$ cat config.mk
export PLATFORM = sky130hd
export DESIGN_NAME = pay_collect
export DESIGN_NICKNAME = d
export VERILOG_FILES = /design/src/rtl/pay_pkg.sv /design/src/rtl/bcd_add2.sv /design/src/rtl/pay_collect.sv
export SDC_FILE = /design/constraint.sdc
export NUM_CORES = 1
export LEC_CHECK = 0
export ABC_CLOCK_PERIOD_IN_PS = 10620
export BUFFER_PORTS_ARGS = -buffer_cell sky130_fd_sc_hd__buf_2
export CAP_MARGIN = 20
export CORE_MARGIN = 2
export CORE_UTILIZATION = 61
export CTS_CLUSTER_SIZE = 28
export DETAILED_ROUTE_END_ITERATION = 8
export PLACE_DENSITY = 0.82
export RECOVER_POWER = 100
export SYNTH_ARGS = -nofsm -noshare
export SYNTH_HDL_FRONTEND = slang
export SYNTH_SLANG_ARGS = --single-unit
$ cat constraint.sdc
create_clock -name clk -period 10.62 [get_ports clk]
set_input_delay 0.531 -clock clk [delete_from_list [all_inputs] [get_ports clk]]
set_output_delay 0.531 -clock clk [all_outputs]
set_load 0.01 [all_outputs]
$ cat src/rtl/pay_pkg.sv
`default_nettype none
// ============================================================================
// Module   : pay_pkg
// Purpose  : Shared definitions for the payment collector. These include the
//            session state encoding, the coin face values, the BCD ceiling,
//            the default session length, and the BCD/binary helper functions.
// Revision : 1.0  initial release
// ============================================================================
package pay_pkg;

    typedef enum logic [1:0] {
        ST_IDLE    = 2'd0,
        ST_COLLECT = 2'd1,
        ST_PAID    = 2'd2,
        ST_EXPIRED = 2'd3
    } pay_state_t;

    // Coin face values 1, 5 and 10, held in two-digit BCD form so that they
    // can feed the BCD adder directly.
    localparam logic [7:0] c_COIN1_BCD  = 8'h01;
    localparam logic [7:0] c_COIN5_BCD  = 8'h05;
    localparam logic [7:0] c_COIN10_BCD = 8'h10;

    localparam int BCD_MAX               = 99;
    localparam int c_TIMEOUT_SEC_DEFAULT = 30;

    // Convert two packed BCD digits (00..99) to binary.
    function automatic logic [6:0] bcd_to_bin(input logic [7:0] bcd);
        return (7'(bcd[7:4]) * 7'd10) + 7'(bcd[3:0]);
    endfunction

    // Convert binary 0..99 to two packed BCD digits. Callers clamp first.
    function automatic logic [7:0] bin_to_bcd(input logic [6:0] bin);
        return {4'(bin / 7'd10), 4'(bin % 7'd10)};
    endfunction

endpackage
`default_nettype wire

$ cat src/rtl/bcd_add2.sv
`default_nettype none
// ============================================================================
// Module   : bcd_add2
// Purpose  : Two-digit BCD adder/subtractor. Addition saturates at 99 and
//            subtraction floors at 00, so the result is always valid BCD.
// Ports    : i_a, i_b  operands, 2 packed BCD digits each
//            i_sub     1 = i_a - i_b, 0 = i_a + i_b
//            o_y       result, 2 packed BCD digits
// Revision : 1.0  initial release
// ============================================================================
module bcd_add2
    import pay_pkg::*;
(
    input  logic [7:0] i_a,
    input  logic [7:0] i_b,
    input  logic       i_sub,
    output logic [7:0] o_y
);

    // One spare bit of headroom holds sums up to 198 before the clamp.
    logic [7:0] w_a_bin;
    logic [7:0] w_b_bin;
    logic [7:0] w_res_bin;

    always_comb begin
        w_a_bin   = {1'b0, bcd_to_bin(i_a)};
        w_b_bin   = {1'b0, bcd_to_bin(i_b)};
        w_res_bin = w_a_bin + w_b_bin;
        if (i_sub) begin
            w_res_bin = (w_a_bin > w_b_bin) ? (w_a_bin - w_b_bin) : 8'd0;
        end else if (w_res_bin > 8'(BCD_MAX)) begin
            w_res_bin = 8'(BCD_MAX);
        end
        o_y = bin_to_bcd(w_res_bin[6:0]);
    end

endmodule
`default_nettype wire

$ cat src/rtl/pay_collect.sv
`default_nettype none
// ============================================================================
// Module   : pay_collect
// Purpose  : Coin payment collector with a BCD countdown session timer.
//            EN opens a session and latches the price. Coins accumulate until
//            the price is covered (PAID) or the countdown reaches 00
//            (EXPIRED, which refunds everything inserted).
// Ports    : clk, rst (async, active-low)
//            EN                    session request
//            costone/costten       BCD price, latched at session start
//            coin1/coin5/coin10    single-cycle coin pulses
//            paidone/paidten       BCD amount inserted
//            changeone/changeten   BCD change (PAID) or refund (EXPIRED)
//            secone/secten         BCD seconds remaining
//            busy/done/timeout     collecting / paid in full / expired
// Config   : PAY_CHANGE_EN  defined -> change = paid - cost in PAID
//                           undefined -> change reads 00 in PAID
// Revision : 1.0  initial release
// ============================================================================
module pay_collect
    import pay_pkg::*;
#(
    parameter int TICKS_PER_SEC = 100000000,
    parameter int TIMEOUT_SEC   = c_TIMEOUT_SEC_DEFAULT
) (
    input  logic       clk,
    input  logic       rst,
    input  logic       EN,
    input  logic [3:0] costone,
    input  logic [3:0] costten,
    input  logic       coin1,
    input  logic       coin5,
    input  logic       coin10,
    output logic [3:0] paidone,
    output logic [3:0] paidten,
    output logic [3:0] changeone,
    output logic [3:0] changeten,
    output logic [3:0] secone,
    output logic [3:0] secten,
    output logic       busy,
    output logic       done,
    output logic       timeout
);

    localparam int               c_TICK_W    = (TICKS_PER_SEC > 1) ? $clog2(TICKS_PER_SEC) : 1;
    localparam logic [c_TICK_W-1:0] c_TICK_LAST = c_TICK_W'(TICKS_PER_SEC - 1);
    localparam logic [c_TICK_W-1:0] c_TICK_ONE  = c_TICK_W'(1);
    localparam logic [7:0]       c_SEC_INIT  = bin_to_bcd(7'(TIMEOUT_SEC));

    pay_state_t          r_state;
    pay_state_t          w_state_next;
    logic [7:0]          r_cost;
    logic [7:0]          r_paid;
    logic [7:0]          r_change;
    logic [7:0]          r_sec;
    logic [c_TICK_W-1:0] r_tick;

    logic [7:0] w_coin_val;
    logic [7:0] w_paid_sum;
    logic [7:0] w_sec_dec;
    logic [7:0] w_change_paid;
    logic       w_tick_wrap;
    logic       w_expire;
    logic       w_start;
    logic       w_run;

    // Simultaneous coins: only the highest value is accepted.
    always_comb begin
        w_coin_val = 8'h00;
        if (coin10) begin
            w_coin_val = c_COIN10_BCD;
        end else if (coin5) begin
            w_coin_val = c_COIN5_BCD;
        end else if (coin1) begin
            w_coin_val = c_COIN1_BCD;
        end
    end

    bcd_add2 u_paid_add (
        .i_a   (r_paid),
        .i_b   (w_coin_val),
        .i_sub (1'b0),
        .o_y   (w_paid_sum)
    );

    bcd_add2 u_sec_dec (
        .i_a   (r_sec),
        .i_b   (8'h01),
        .i_sub (1'b1),
        .o_y   (w_sec_dec)
    );

`ifdef PAY_CHANGE_EN
    logic [7:0] w_change_diff;

    // Change is based on the paid value that includes this cycle's coin,
    // so that it is already valid in the first PAID cycle.
    bcd_add2 u_change_sub (
        .i_a   (w_paid_sum),
        .i_b   (r_cost),
        .i_sub (1'b1),
        .o_y   (w_change_diff)
    );
    assign w_change_paid = w_change_diff;
`else
    assign w_change_paid = 8'h00;
`endif

    assign w_tick_wrap = (r_tick == c_TICK_LAST);
    // The last second runs out on the tick that would step sec from 01 to 00.
    assign w_expire    = w_tick_wrap && (r_sec == 8'h01);

    // Next-state logic. EN low overrides everything: the session closes and
    // the datapath holds, so coins in that cycle are not counted.
    always_comb begin
        w_state_next = r_state;
        w_start      = 1'b0;
        w_run        = 1'b0;
        if (!EN) begin
            w_state_next = ST_IDLE;
        end else begin
            case (r_state)
                ST_IDLE: begin
                    w_state_next = ST_COLLECT;
                    w_start      = 1'b1;
                end
                ST_COLLECT: begin
                    w_run = 1'b1;
                    if (r_paid >= r_cost) begin
                        w_state_next = ST_PAID;
                    end else if (w_expire) begin
                        // A coin in the expiry cycle still counts. Payment
                        // that covers the price takes priority over expiry.
                        w_state_next = (w_paid_sum >= r_cost) ? ST_PAID : ST_EXPIRED;
                    end
                end
                ST_PAID, ST_EXPIRED: w_state_next = r_state;
                default:             w_state_next = ST_IDLE;
            endcase
        end
    end

    always_ff @(posedge clk or negedge rst) begin
        if (!rst) begin
            r_state <= ST_IDLE;
        end else begin
            r_state <= w_state_next;
        end
    end

    always_ff @(posedge clk or negedge rst) begin
        if (!rst) begin
            r_cost   <= 8'h00;
            r_paid   <= 8'h00;
            r_change <= 8'h00;
            r_sec    <= 8'h00;
            r_tick   <= '0;
        end else if (w_start) begin
            r_cost   <= {costten, costone};
            r_paid   <= 8'h00;
            r_change <= 8'h00;
            r_sec    <= c_SEC_INIT;
            r_tick   <= '0;
        end else if (w_run) begin
            r_paid <= w_paid_sum;
            r_tick <= w_tick_wrap ? '0 : (r_tick + c_TICK_ONE);
            if (w_tick_wrap) begin
                r_sec <= w_sec_dec;
            end
            if (w_state_next == ST_PAID) begin
                r_change <= w_change_paid;
            end else if (w_state_next == ST_EXPIRED) begin
                r_change <= w_paid_sum;
            end
        end
    end

    assign {paidten, paidone}     = r_paid;
    assign {changeten, changeone} = r_change;
    assign {secten, secone}       = r_sec;
    assign busy    = (r_state == ST_COLLECT);
    assign done    = (r_state == ST_PAID);
    assign timeout = (r_state == ST_EXPIRED);

endmodule
`default_nettype wire

==> metrics.csv <==
metric,value,unit
CP endpoint kind,flop,
startpoint types,flop,
multi-input logic area,0.00339,mm2
htree depth,3,
Reg2Reg Capture Point,r_change[1],
P_leak,2.42,nW
Worst Path Buf+Inv,3,
Compound-Gate Fraction of Synth Area,23.8,%
status,"finished, violations left",
Crit Reg-Reg Startpoint,r_paid[6],
final hold slack,0.388,ns
violated checks,"max-capacitance violations, max-slew violations",
"FFs w/ async S/R, synth",100,%
Worst slew margin,-114,%
Arrival @ worst endpoint,9.52,ns
largest family of logic cells by synthesized area,simple AND/OR/NAND/NOR gates,
Crit Path Class,reg2reg,
Final setup viols,0,
Wirelength per Cell,17.4,um
final hold vios,0,
TritonCTS clock tree,done,
TNS Setup,0,ns
PortBufs,40,
Setup WS post-layout,1.39,ns
Initial Utilization,62.9,%
worst setup path end,r_change[1],
clk root buf,clkbuf_8,
routed vias/inst,6.55,
CP most frequent cell,ha_1,
antenna cells,0,
post-synthesis register bit count,61,
number of detailed-route iterations in the first pass,5,
TritonCTS Buffers,9,
Vias,5067,
xor and xnor fraction of the mapped netlist area,5.59,%
"slowest stage cell, crit path",a211oi_1,
syn nets,688,
routability cong.,0.915,
"Seq/Total Area, Yosys",29.5,%
vias in the first global route,4748,
fin nets,721,
Post-DP Area,0.00543,mm2
Hold Buf Count CTS,0,
Post-synth EDFFs,0,
Post-Route WL,13.4,mm
pre-CTS setup slack,1.92,ns
Area growth syn-to-layout,7.56,%
detailed-route DRC error count,0,
num ports,41,
Die ar.,0.00922,mm2
fin area,0.00556,mm2
"Slew Viols, Final",62,
DRT antenna net count,0,
Main synth FF type,dfrtp_1,
post-CTS sizing,0,
post-synthesis adder-cell area fraction,11.4,%
f_max,0.108,GHz
flop2flop setup slack,1.39,ns
Die Ht,96.0,um
Synth Area in Simple Gates,24.4,%
RSZ-0062 raised after global routing,no,
Synth Area per Inst,8.20,um2
Mapped Cells,630,
PD cells,272,mW/mm2
required time of the worst setup path,10.92,ns
Clock Skew,0.00916,ns
HP Class,in2reg,
Ys Warns,0,
worst slew pin tran,3.21,ns
global route total overflow,0,
largest stage delay on the critical path,0.75,ns
"critical path fanouts, max",9,
fraction of the cycle the final worst path needs,86.9,%
CP Launch Point,r_paid[6],
"Reg clk slew, reported paths",0.08,ns
fraction of layout cells with a size suffix above 1,7.49,%
R2R depth,37,
total power after layout,1.51,mW
cell area after synthesis,0.00517,mm2
die width,96.0,um
Synth cell types,74,
Total Routing Usage GR,30.4,%
CTS Sinks,61,
Top delay family on crit path,compound AO/OA/AOI/OAI gates,
Post-DP HPWL,10.1,mm
fill cell count,698,
largest net degree at the start of global routing,62,
Setup Buffers After CTS,0,
"commonest non-fill, non-tap cell in the layout",nand2_1,
Clock Path Buffers,2,
"Min Clock Period, post-route",9.23,ns
Clock Latency Late Sink,0.36,ns
max-cap viol count,1,
first-pass GRT wire length,22.0,mm
Peak VDD IR,0.000133,V
initial antenna violation count,0,
sequential standard cell area,0.00153,mm2
Row Count,33,
mux contribution to synthesized area,1.24,%
drt initial violations,293,
Crit path depth,37,
Core Area,0.00822,mm2
"commonest cells after routing, fill and taps aside","nand2_1, dfrtp_1, o21ai_0",
==> per-stage QoR <==
step / std cells / util (%)
2_1_floorplan: 630 / -
3_3_place_gp: 756 / 66.0
3_5_place_dp: 756 / 66.0
4_1_cts: 772 / 68.5
5_1_grt: 773 / 67.6
6_report: 773 / 67.6
==> report_power, final <==
part	internal (mW)	total [mW]	switching, mW
Combinational	0.409	0.999	0.590
Clock	0.111	0.217	0.105
Sequential	0.264	0.294	0.0297
==> sequential cells by signal, summed over array words and instances, names as in the netlist <==
name      cells
r_change      8
r_cost        8
r_paid        8
r_sec         8
r_state       2
r_tick       27
==> worst min-delay path by stage <==
stage	startpoint	to	slack, ns	cells past startpoint
2_1_floorplan	rst	r_change[0]	0.24	0
3_3_place_gp	r_tick[1]	r_tick[1]	0.49	2
3_5_place_dp	r_change[6]	r_change[6]	0.50	1
4_1_cts	rst	r_cost[3]	0.34	2
5_1_grt	costten[1]	r_cost[5]	0.39	3
6_report	costten[2]	r_cost[6]	0.39	3
==> synthesized netlist by cell type (4+ instances only) <==
master     n  area (um2)
inv_1     31         116
o21ai_0   56         280
or3_1      7        43.8
nand2_1   69         259
fa_1       5         100
nor4_1    10        62.6
nor2b_1   11        68.8
o22ai_1    4        25.0
and3_1    14        87.6
a21oi_1   38         190
and2_1     4        25.0
nand2b_1   8        50.1
nor3_1    24         120
nand3_1   21         105
dfrtp_1   61        1530
xnor2_1   21         184
ha_1      39         488
a21o_1    11        82.6
nor2_1    53         199
a31oi_1   10        62.6
clkbuf_1  17        63.8
nand4_1   14        87.6
o211ai_1   8        60.1
o31ai_1    7        52.6
a22o_1     6        52.6
xor2_1    12         105
==> final cells by class <==
class,count,area share (%)
repair buffers,44,3.36
multi-input cells,516,61.0
flip-flops and latches,61,27.5
clock buffers,9,2.23
well taps,105,2.36
inverters,31,2.09
clock inverters,7,1.46
==> tightest hold or removal path, stage by stage <==
cell and delay [ns]:
buf_2 0.08, nand2_1 0.04, o21ai_0 0.06
==> per-layer routing <==
metal,vias up,part of all wire [%],track usage (%)
met1,2437,43,39.3
li1,2374,-,-
met5,-,0,0
met3,34,6.2,5.56
met2,222,49,51.3
met4,0,2.3,10.4
==> logic make-up after synthesis <==
kind of cell / after synthesis
AND/OR/NAND/NOR: 253
AO/OA/AOI/OAI: 180
flip-flops: 61
buffers and inverters: 53
adder cells (fa/ha/maj): 44
XOR/XNOR: 33
multiplexers: 6
Note: power is estimated with default switching activity, not from simulation.
